==> config.mk <==
export PLATFORM = sky130hd
export DESIGN_NAME = soft_grand_ranker_flat
export DESIGN_NICKNAME = d
export VERILOG_FILES = /design/src/rtl/soft_grand_ranker_pkg.sv /design/src/rtl/soft_grand_ranker_if.sv /design/src/rtl/soft_grand_ranker_cmp_swap.sv /design/src/rtl/soft_grand_ranker.sv /design/src/flat_wrapper.sv
export SDC_FILE = /design/constraint.sdc
export NUM_CORES = 1
export LEC_CHECK = 0
export ABC_AREA = 1
export BUFFER_PORTS_ARGS = -buffer_cell sky130_fd_sc_hd__buf_2
export CORE_ASPECT_RATIO = 1.1
export CORE_MARGIN = 3
export CORE_UTILIZATION = 42
export CTS_CLUSTER_SIZE = 10
export DETAILED_ROUTE_END_ITERATION = 8
export REMOVE_ABC_BUFFERS = 1
export SLEW_MARGIN = 25
export SYNTH_ARGS = -nofsm -noshare
export SYNTH_HDL_FRONTEND = slang
export SYNTH_HIERARCHICAL = 1
export SYNTH_SLANG_ARGS = --single-unit
==> constraint.sdc <==
create_clock -name clk -period 4.85 [get_ports clk]
set_input_delay 0.97 -clock clk [delete_from_list [all_inputs] [get_ports clk]]
set_output_delay 0.97 -clock clk [all_outputs]
set_load 0.05 [all_outputs]
==> src/rtl/soft_grand_ranker_pkg.sv <==
// Shared types and defaults for the Soft GRAND front end: reliability record,
// ranker FSM states and the default code/LLR/rank widths.
package grand_pkg;

  localparam int N     = 8;
  localparam int LLR_W = 6;
  localparam int K_W   = 9;

  typedef struct packed {
    logic [LLR_W-1:0] mag;
    logic [K_W-1:0]   pos;
  } rel_t;

  typedef enum logic [1:0] {
    LOAD,
    SORT,
    HOLD
  } rank_state_t;

endpackage

==> src/rtl/soft_grand_ranker_if.sv <==
// LLR input stream and rank-vector result bundle between the channel front end
// and the Soft GRAND decoder.
interface soft_grand_ranker_if #(
  parameter int LLR_W = 6,
  parameter int K_W   = 9
);
  logic                    in_valid;
  logic                    in_ready;
  logic signed [LLR_W-1:0] in_llr;
  logic                    out_valid;
  logic                    out_ready;
  logic [0:7]              c_hat;
  logic [K_W-1:0]          k_0, k_1, k_2, k_3, k_4, k_5, k_6, k_7;

  modport master (
    output in_valid, in_llr, out_ready,
    input  in_ready, out_valid, c_hat,
    input  k_0, k_1, k_2, k_3, k_4, k_5, k_6, k_7
  );

  modport slave (
    input  in_valid, in_llr, out_ready,
    output in_ready, out_valid, c_hat,
    output k_0, k_1, k_2, k_3, k_4, k_5, k_6, k_7
  );
endinterface

==> src/rtl/soft_grand_ranker_cmp_swap.sv <==
// Compare-exchange on two reliability records: the less reliable one leaves on
// lo_o, ties broken by the lower bit position.
module grand_cmp_swap
  import grand_pkg::*;
(
  input  rel_t a_i,
  input  rel_t b_i,
  output rel_t lo_o,
  output rel_t hi_o
);
  logic swap;

  assign swap = (a_i.mag > b_i.mag) ||
                ((a_i.mag == b_i.mag) && (a_i.pos > b_i.pos));
  assign lo_o = swap ? b_i : a_i;
  assign hi_o = swap ? a_i : b_i;
endmodule

==> src/rtl/soft_grand_ranker.sv <==
// Soft GRAND front end: captures 8 serial LLRs, forms hard decisions and ranks
// bit positions by ascending reliability with an odd-even transposition sort.
module soft_grand_ranker
  import grand_pkg::*;
#(
  parameter int N     = 8,
  parameter int LLR_W = 6,
  parameter int K_W   = 9
) (
  input logic               clk,
  input logic               rst_n,
  soft_grand_ranker_if.slave bus
);
  rank_state_t      state_q, state_d;
  logic [2:0]       idx_q, idx_d;
  logic [2:0]       phase_q, phase_d;
  rel_t             slot_q [N];
  rel_t             slot_d [N];
  rel_t             sorted [N];
  rel_t             cmp_a  [4];
  rel_t             cmp_b  [4];
  rel_t             cmp_lo [4];
  rel_t             cmp_hi [4];
  logic [0:N-1]     c_hat_q, c_hat_d;
  logic [K_W-1:0]   k_q [N];
  logic [K_W-1:0]   k_d [N];
  logic [LLR_W-1:0] llr_mag;

  // -2^(LLR_W-1) negates to itself, which read unsigned is exactly 2^(LLR_W-1)
  assign llr_mag = bus.in_llr[LLR_W-1] ? $unsigned(-bus.in_llr) : $unsigned(bus.in_llr);

  // Odd phases pair (1,2),(3,4),(5,6); the fourth comparator's result is unused
  // there and slots 0 and 7 pass straight through.
  always_comb begin
    if (phase_q[0]) begin
      cmp_a  = '{slot_q[1], slot_q[3], slot_q[5], slot_q[0]};
      cmp_b  = '{slot_q[2], slot_q[4], slot_q[6], slot_q[7]};
      sorted = '{slot_q[0], cmp_lo[0], cmp_hi[0], cmp_lo[1],
                 cmp_hi[1], cmp_lo[2], cmp_hi[2], slot_q[7]};
    end else begin
      cmp_a  = '{slot_q[0], slot_q[2], slot_q[4], slot_q[6]};
      cmp_b  = '{slot_q[1], slot_q[3], slot_q[5], slot_q[7]};
      sorted = '{cmp_lo[0], cmp_hi[0], cmp_lo[1], cmp_hi[1],
                 cmp_lo[2], cmp_hi[2], cmp_lo[3], cmp_hi[3]};
    end
  end

  for (genvar g = 0; g < 4; g++) begin : g_cmp
    grand_cmp_swap u_cmp (
      .a_i  (cmp_a[g]),
      .b_i  (cmp_b[g]),
      .lo_o (cmp_lo[g]),
      .hi_o (cmp_hi[g])
    );
  end

  always_comb begin
    state_d = state_q;
    idx_d   = idx_q;
    phase_d = phase_q;
    slot_d  = slot_q;
    c_hat_d = c_hat_q;
    k_d     = k_q;
    unique case (state_q)
      LOAD: begin
        if (bus.in_valid) begin
          c_hat_d[idx_q]     = bus.in_llr[LLR_W-1];
          slot_d[idx_q].mag  = llr_mag;
          slot_d[idx_q].pos  = K_W'(idx_q) + K_W'(1);
          idx_d              = idx_q + 3'd1;
          if (idx_q == 3'd7) begin
            state_d = SORT;
            phase_d = '0;
          end
        end
      end
      SORT: begin
        slot_d  = sorted;
        phase_d = phase_q + 3'd1;
        if (phase_q == 3'd7) begin
          state_d = HOLD;
          for (int unsigned i = 0; i < N; i++) k_d[i] = sorted[i].pos;
        end
      end
      HOLD: begin
        if (bus.out_ready) state_d = LOAD;
      end
      default: state_d = LOAD;
    endcase
  end

  always_ff @(posedge clk or negedge rst_n) begin
    if (!rst_n) begin
      state_q <= LOAD;
      idx_q   <= '0;
      phase_q <= '0;
      c_hat_q <= '0;
      for (int unsigned i = 0; i < N; i++) begin
        slot_q[i] <= '0;
        k_q[i]    <= '0;
      end
    end else begin
      state_q <= state_d;
      idx_q   <= idx_d;
      phase_q <= phase_d;
      c_hat_q <= c_hat_d;
      slot_q  <= slot_d;
      k_q     <= k_d;
    end
  end

  assign bus.in_ready  = (state_q == LOAD);
  assign bus.out_valid = (state_q == HOLD);
  assign bus.c_hat     = c_hat_q;
  assign bus.k_0       = k_q[0];
  assign bus.k_1       = k_q[1];
  assign bus.k_2       = k_q[2];
  assign bus.k_3       = k_q[3];
  assign bus.k_4       = k_q[4];
  assign bus.k_5       = k_q[5];
  assign bus.k_6       = k_q[6];
  assign bus.k_7       = k_q[7];
endmodule

==> src/flat_wrapper.sv <==
// flat-port wrapper written by rule: the top's interface ports become plain ports
module soft_grand_ranker_flat import grand_pkg::*;
#(
  parameter int N     = 8,
  parameter int LLR_W = 6,
  parameter int K_W   = 9
)
  (clk, rst_n, bus_in_valid, bus_in_llr, bus_out_ready, bus_in_ready, bus_out_valid, bus_c_hat, bus_k_0, bus_k_1, bus_k_2, bus_k_3, bus_k_4, bus_k_5, bus_k_6, bus_k_7);
  soft_grand_ranker_if #(.LLR_W(LLR_W), .K_W(K_W)) bus_i ();
  input logic clk;
  input logic rst_n;
  input wire logic [$bits(bus_i.in_valid)-1:0] bus_in_valid;
  input wire logic [$bits(bus_i.in_llr)-1:0] bus_in_llr;
  input wire logic [$bits(bus_i.out_ready)-1:0] bus_out_ready;
  output wire logic [$bits(bus_i.in_ready)-1:0] bus_in_ready;
  output wire logic [$bits(bus_i.out_valid)-1:0] bus_out_valid;
  output wire logic [$bits(bus_i.c_hat)-1:0] bus_c_hat;
  output wire logic [$bits(bus_i.k_0)-1:0] bus_k_0;
  output wire logic [$bits(bus_i.k_1)-1:0] bus_k_1;
  output wire logic [$bits(bus_i.k_2)-1:0] bus_k_2;
  output wire logic [$bits(bus_i.k_3)-1:0] bus_k_3;
  output wire logic [$bits(bus_i.k_4)-1:0] bus_k_4;
  output wire logic [$bits(bus_i.k_5)-1:0] bus_k_5;
  output wire logic [$bits(bus_i.k_6)-1:0] bus_k_6;
  output wire logic [$bits(bus_i.k_7)-1:0] bus_k_7;
  assign bus_i.in_valid = bus_in_valid;
  assign bus_i.in_llr = bus_in_llr;
  assign bus_i.out_ready = bus_out_ready;
  assign bus_in_ready = bus_i.in_ready;
  assign bus_out_valid = bus_i.out_valid;
  assign bus_c_hat = bus_i.c_hat;
  assign bus_k_0 = bus_i.k_0;
  assign bus_k_1 = bus_i.k_1;
  assign bus_k_2 = bus_i.k_2;
  assign bus_k_3 = bus_i.k_3;
  assign bus_k_4 = bus_i.k_4;
  assign bus_k_5 = bus_i.k_5;
  assign bus_k_6 = bus_i.k_6;
  assign bus_k_7 = bus_i.k_7;
  soft_grand_ranker #(.N(N), .LLR_W(LLR_W), .K_W(K_W)) u_core (.clk(clk), .rst_n(rst_n), .bus(bus_i));
endmodule
# [After elaboration in Yosys (flattened, before gate mapping)]
# Index checks and enable logic that the tools add are counted.
[word_totals] word_cells=104 regBits=208
[op_classes] n_eq_ne=13 reduce_logical=17 n_lt_le_gt_ge=10 bitwise_logic=1 addsub=4 n_mux=31
[ops] cell="bitwise mux 120 bit" n=2
[ops] cell="two-way mux 120 bit" n=2
[ops] cell="case mux 120 bit (2 select lines)" n=1
[ops] cell="two-way mux 15 bit" n=9
[ops] cell="two-way mux 60 bit" n=2
[ops] cell="demux 15 bit (select 3 bit)" n=2
[ops] cell="greater-than comparator 9 bit" n=4
[ops] cell="== test 6 bit" n=4
[ops] cell="greater-than comparator 6 bit" n=4
[ops] cell="two-way mux 9 bit" n=1
[ops] cell="bitwise mux 8 bit" n=1
[ops] cell="two-way mux 2 bit" n=4
[ops] cell="adder 3 x 1 -> 3 bit (second input constant)" n=2
[ops] cell="== test 3 bit (second input constant)" n=2
[ops] cell="two-way mux 3 bit" n=2
[ops] cell="two-way mux 6 bit" n=1
[ops] cell="inequality test 2 bit (second input constant)" n=3
[ops] cell="negator 6 bit" n=1
[ops] cell="case mux 2 bit (3 select lines)" n=1
[ops] cell="case mux 3 bit (2 select lines)" n=1
[ops] cell="AND reduction 2 bit" n=3
[ops] cell="AND reduction 3 bit" n=2
[ops] cell="logical AND 1 bit" n=5
[ops] cell="adder 3 x 1 -> 4 bit (second input constant)" n=1
[ops] cell="other kinds (12)" n=16

# [Longest topological paths before layout]
# Gate-level depths: netlist of the first run.
[depth] ltp_word=9 depth_mapped=25

# [Cells and area by module]
# Netlist of the first run, hierarchy kept.
[modules_own_cells] module="soft_grand_ranker" seq_area_each_um2=5205.0 n_inst=1 cells_per_inst=1440 area_each_um2=10900.5
[modules_own_cells] module="grand_cmp_swap" seq_area_each_um2=0.0 n_inst=4 cells_per_inst=166 area_each_um2=987.2

# [Worst setup path before layout of the first run]
# Ideal clock, no wire load.
[synth_path] path_kind="reg2reg" from="reg u_core.phase_q[0]" to="reg u_core/slot_q[75] in the netlist's numbering" path_stages_with_launch=19 path_slack_ps=1851 path_buffers=5 period_less_slack_ps=2999 t_arrival_ps=2864 path_cell_list="dfrtp_1 > buf_4 > buf_2 > buf_2 > clkbuf_1 > nand2_1 > o21ai_0 > ha_1 > a21o_1 > nor2_1 > nand3_2 > nand3_4 > nand2_4 > buf_12 > nand2_2 > nand2_1 > or2_2 > o21ai_0 > a22oi_1"
[synth_rtl] item="from (decl)" line="soft_grand_ranker.sv:16" rtl="logic [2:0] phase_q, phase_d;"
[synth_rtl] item="from (signal assigned)" line="soft_grand_ranker.sv:105" rtl="phase_q <= phase_d;"
[synth_rtl] item="to (signal assigned)" line="soft_grand_ranker.sv:107" rtl="slot_q <= slot_d;"
[synth_rtl] item="to (decl)" line="soft_grand_ranker.sv:17" rtl="rel_t slot_q [N];"

==> results of run 1 <==
==> metal layers <==
metal	global-route usage	part of all wire
met2	0.411	0.48
met3	0.0237	0.050
met1	0.319	0.43
met4	0.0986	0.041
met5	0	0
==> worst max-delay path, cell delays in order, from the launching register on <==
cell and delay (ns):
dfrtp_4 0.58, buf_12 0.25, o21ai_0 0.73, ha_1 0.38, nand4_1 0.12, nor2_1 0.05
nand2_1 0.10, clkinv_1 0.16, nand3_4 0.28, nand2_4 0.26, buf_4 0.29, nand2_2 0.07
nand2_1 0.10, mux2i_1 0.40, o22ai_1 0.13
==> layout by cell type, fill, tap and decap left out, types with 3 or more instances in the layout <==
| cell | Yosys | routed |
|---|---|---|
| nand4_1 | 4 | 4 |
| a21o_1 | 4 | 4 |
| inv_1 | 192 | 191 |
| clkbuf_1 | 26 | 8 |
| o211ai_1 | 14 | 14 |
| nand2_1 | 655 | 654 |
| buf_12 | 12 | 4 |
| buf_2 | 61 | 90 |
| inv_2 | 7 | 8 |
| a21oi_1 | 58 | 58 |
| mux2i_1 | 46 | 46 |
| o21a_1 | 4 | 4 |
| ha_1 | 65 | 65 |
| o21ai_1 | 16 | 16 |
| nand2_4 | 4 | 6 |
| nand2_2 | 135 | 134 |
| nand3b_1 | 4 | 4 |
| nor2_1 | 109 | 109 |
| a21boi_0 | 7 | 7 |
| nor2_4 | 4 | 5 |
| nand3_1 | 156 | 156 |
| nand3_4 | 4 | 4 |
| o21ai_0 | 222 | 222 |
| a22oi_1 | 3 | 3 |
| clkbuf_16 | 0 | 27 |
| nand3_2 | 4 | 4 |
| o22ai_1 | 49 | 49 |
| or2_2 | 3 | 3 |
| buf_4 | 11 | 20 |
| dfrtp_1 | 208 | 207 |
| clkinv_1 | 4 | 4 |
==> cell type report <==
class / count / area [um^2]
clock inverter: 3 / 65.1
sequential: 208 / 5210
multi-input combinational: 1576 / 8130
inverter: 203 / 762
clock buffer: 37 / 733
fill: 3596 / 18400
tap: 438 / 548
timing repair buffer: 115 / 696
==> logic make-up (layout without fill, tap and decap cells) <==
family	after synthesis	count (layout)
xor+xnor	1	1
flops	208	208
buf+inv	320	358
mux	46	46
simple gates	1083	1083
compound gates	381	381
fa+ha+maj	65	65
==> registers in the layout, summed over array words and instances (netlist names), 8 cells and up <==
name and flops:
u_core/bus.k_5 9, u_core/bus.k_6 9, u_core/bus.k_1 9, u_core/bus.k_2 9, u_core/bus.k_0 9, u_core/bus.c_hat 8, u_core/slot_q 120, u_core/bus.k_4 9
u_core/bus.k_7 9, u_core/bus.k_3 9
==> metrics by stage <==
stage	cell area (um^2)	utilization	hold WS (ns)	TNS, ns
2_1_floorplan	14100	-	0.471	-1107.89
3_3_place_gp	15300	0.444	0.460	0
3_5_place_dp	15300	0.444	0.461	0
4_1_cts	16100	0.467	0.478	0
5_1_grt	16100	0.467	0.494	0
6_report	16100	0.467	0.461	0
==> final timing paths <==
kind / from / end / slack (ns) / cells past startpoint
min reg2reg: u_core/bus.k_1[2]$_DFFE_PN0P_ / u_core/bus.k_1[2]$_DFFE_PN0P_ / 0.47 / 2
max in group asynchronous: rst_n / u_core/bus.k_0[8]$_DFFE_PN0P_ / 3.34 / 2
max: u_core/phase_q[0]$_DFFE_PN0P_ / u_core/slot_q[19]$_DFFE_PN0P_ / 0.63 / 14
min in group clk: u_core/bus.k_1[2]$_DFFE_PN0P_ / u_core/bus.k_1[2]$_DFFE_PN0P_ / 0.47 / 2
min: rst_n / u_core/bus.k_2[5]$_DFFE_PN0P_ / 0.46 / 1
max reg2reg: u_core/phase_q[0]$_DFFE_PN0P_ / u_core/slot_q[19]$_DFFE_PN0P_ / 0.63 / 14
==> metrics.cfg, run 1 <==
[timing]
rsz0062_at_grt=false
hold_viol_final=0
fin_ws_ns=0.627
max_freq_mhz=237
slew_headroom=0.331
fin_crit_sh=0.871
slew_violations=0
skew_ns=0.0156
setup_violations=0
tightest_slew_ns=1.00
finalCriticalPeriod_ns=4.22

[grt]
grt_pass1_wl_mm=73.0
track_usage=0.243
overflow=0
grt_pass1_vias=13300
antenna_found_initial=0
grt_max_degree=149

[synthesis]
synthAdderAreaFrac=0.0548
synthSimpleGateAreaFrac=0.321
synth_top_area_frac=0.351
synthTopCellsByCount=655 x nand2_1, 222 x o21ai_0, 208 x dfrtp_1
synth_cell_types=37
syn_area_um2=14800
netlist_instances=2104
synth_xor_area_frac=0.000590
syn_area_per_cell_um2=7.06
synth_edf_count=0
synthArstFlopShare=1.00
ys.warnings.count=6
synth_area_leader_cell=dfrtp_1
ys_ff_latch=208
ys_top_cells_by_area=dfrtp_1 35%, nand2_1 17%, o21ai_0 7.5%
yosysSeqAreaShare=0.351
synthMostInstantiatedCell=nand2_1
synth_compound_gate_area_share=0.139
synthMuxAreaShare=0.0310
synth_top_family_by_area=simple AND/OR/NAND/NOR gates
yosys_most_used_dff=dfrtp_1

[layout]
stdcell_count=2580
drive_gt1_frac=0.147
syn2layout_area_growth_pct=8.73
nNetsFinal=2205
n_antenna_cell=0

[setup_path]
critPathLaunchType=flip-flop
worstPathMaxFanout=148
arrival_ns=4.60
end_kind=flip-flop
criticalPathCategory=flip-flop to flip-flop
critPathRequiredTime_ns=5.23

[flow_run]
maxCapViolCount=0

[clocking]
clock-sinks=208
cts_buffer_depth=3
ctsResizeCount=0
postCtsHoldBufs=0
numCtsBuffers=26
post-cts-setup-buffers=0
clk_pin_slew_ns=0.06
tritoncts=built
htreeDepth=1
root_buffer=clkbuf_16
clock_latency_ns=0.54

[floorplan]
die_y_um=203
ios=92
coreArea_um2=34600
die_w_um=185
start_util=0.430
dieArea_um2=37600
rows=71

[placed_design]
dp_slack_ns=0.681
dp_hpwl_mm=33.0
gp_congestion=0.916
io_buffers=91
placed_cells_incl_taps=2540

[drt]
vias_per_cell=5.46
wl_mm=46.7
vias=14100
first_pass_iters=6
remaining_drc_errors=0
ant_nets=0
wl_per_cell_um=18.1
first_iter_violations=1071

[status]
status=completed

[hold_path]
holdCritPathClass=input pin to async pin

Power of run 1 is left out: the tool's default activity adds up to more than one toggle a clock period on the data nets, which glitch-free logic cannot reach.
==> inputs of run 2 (changes only) <==
Settings changed: BUFFER_PORTS_ARGS -buffer_cell sky130_fd_sc_hd__buf_2 to -buffer_cell sky130_fd_sc_hd__buf_4, CELL_PAD_IN_SITES_DETAIL_PLACEMENT set to 0, CELL_PAD_IN_SITES_GLOBAL_PLACEMENT set to 2, CORE_UTILIZATION 42 to 38, PLACE_DENSITY_LB_ADDON set to 0.1.
==> metrics.cfg, run 2 (synthesis results as in run 1) <==
[grt]
grt_pass1_vias=13600
overflow=0
grt_max_degree=115
track_usage=0.237
antenna_found_initial=0
grt_pass1_wl_mm=77.7

[layout]
layout_common_cells=654 x nand2_1, 222 x o21ai_0, 207 x dfrtp_1
fillers=4050
syn2layout_area_growth_pct=11.3
nNetsFinal=2201
regMostFlops=u_core/slot_q
drive_gt1_frac=0.149
largest_reg_flops=120
n_antenna_cell=0
layout.cells.most_common=nand2_1

[timing]
max_freq_mhz=239
finalCriticalPeriod_ns=4.18
slew_headroom=0.343
slew_violations=0
tightest_slew_ns=0.986
setup_violations=0
tns_ns=0
hold_viol_final=0
skew_ns=0.00973
rsz0062_at_grt=false
fin_crit_sh=0.862

[clocking]
htreeDepth=1
numCtsBuffers=27
ctsResizeCount=0
tritoncts=built
post-cts-setup-buffers=0
clk_pin_slew_ns=0.06
clock-sinks=208
postCtsHoldBufs=0
clock_latency_ns=0.56
root_buffer=clkbuf_16
cts_buffer_depth=3

[setup_path]
startpoint=u_core/phase_q[0]$_DFFE_PN0P_
criticalPathCategory=flip-flop to flip-flop
worstReg2RegStart=u_core/phase_q[0]$_DFFE_PN0P_
arrival_ns=4.66
worstPathMaxFanout=114
r2r_end=u_core/slot_q[62]$_DFFE_PN0P_
critPathRequiredTime_ns=5.33
critPathLaunchType=flip-flop
ff2ff_path_depth=18
endpoint=u_core/slot_q[62]$_DFFE_PN0P_
rrSetupSlack_ns=0.67
end_kind=flip-flop

[drt]
ant_nets=0
first_iter_violations=766
wl_per_cell_um=19.0
remaining_drc_errors=0
first_pass_iters=6
wl_mm=50.2
vias_per_cell=5.22
vias=13800

[floorplan]
start_util=0.387
die_w_um=194
ios=92
dieArea_um2=41500
rows=75
die_y_um=213
coreArea_um2=38400

[placed_design]
io_buffers=91
gp_congestion=0.852
dp_hpwl_mm=34.8

[hold_path]
holdCritPathClass=flip-flop to flip-flop
holdPathStages=2

[status]
status=completed

[flow_run]
maxCapViolCount=0

-- run 2: cell count changes in the layout (fill, tap and decap cells not counted), sizes merged --
cell | previous run | this run
buf | 115 | 110
clkinv | 5 | 4
inv | 199 | 200
bufinv | 2 | 0
clkbuf | 37 | 46
-- run 2: layer usage --
metal	track usage	part of all wire
met5	0	0
met1	0.299	0.44
met2	0.433	0.50
met3	0.0208	0.034
met4	0.0760	0.033
-- run 2: worst min-delay path by stage --
stage	endpoint	slack, ns	startpoint
floorplan	u_core/slot_q[106]$_DFFE_PN0P_	0.47	u_core/slot_q[106]$_DFFE_PN0P_
global placement	u_core/bus.k_4[1]$_DFFE_PN0P_	0.47	u_core/bus.k_4[1]$_DFFE_PN0P_
detailed placement	u_core/bus.k_0[2]$_DFFE_PN0P_	0.47	u_core/bus.k_0[2]$_DFFE_PN0P_
CTS	u_core/bus.k_0[2]$_DFFE_PN0P_	0.49	u_core/bus.k_0[2]$_DFFE_PN0P_
global route	u_core/bus.k_1[3]$_DFFE_PN0P_	0.50	u_core/bus.k_1[3]$_DFFE_PN0P_
finish	u_core/bus.k_0[2]$_DFFE_PN0P_	0.48	u_core/bus.k_0[2]$_DFFE_PN0P_
-- run 2: area by class of cell --
class,count,area [um^2],area share
clock buffers,46,877,0.0530
inverters,203,762,0.0461
multi-input cells,1576,8140,0.493
clock inverters,1,8.76,0.000530
well taps,500,626,0.0378
flip-flops and latches,208,5210,0.315
repair buffers,110,908,0.0549
-- run 2: metrics by stage --
stage                     utilization  cells  hold WS [ns]  cell area [um^2]  setup slack, ns
after floorplan                     -   1987         0.471             14100            -6.02
after global placement          0.407   2597         0.466             15600            0.741
after detailed placement        0.407   2597         0.474             15600            0.712
after CTS                       0.431   2644         0.489             16500            0.694
after global routing            0.431   2644         0.498             16500            0.249
final                           0.431   2644         0.481             16500            0.668
-- run 2: critical path, stage by stage (launching register included) --
cell      delay, ns
dfrtp_4        0.72
inv_2          0.15
buf_12         0.41
o21ai_0        0.30
ha_1           0.37
nand4_1        0.11
nor2_1         0.11
nand2_1        0.09
clkinv_1       0.08
nand3_4        0.33
nand2_4        0.57
nand2_2        0.07
nand2_1        0.07
inv_1          0.06
o21ai_0        0.22
nand2_1        0.08
o21ai_0        0.10
nand2_1        0.08
o21ai_1        0.09
Power of run 2 is left out for the same reason.
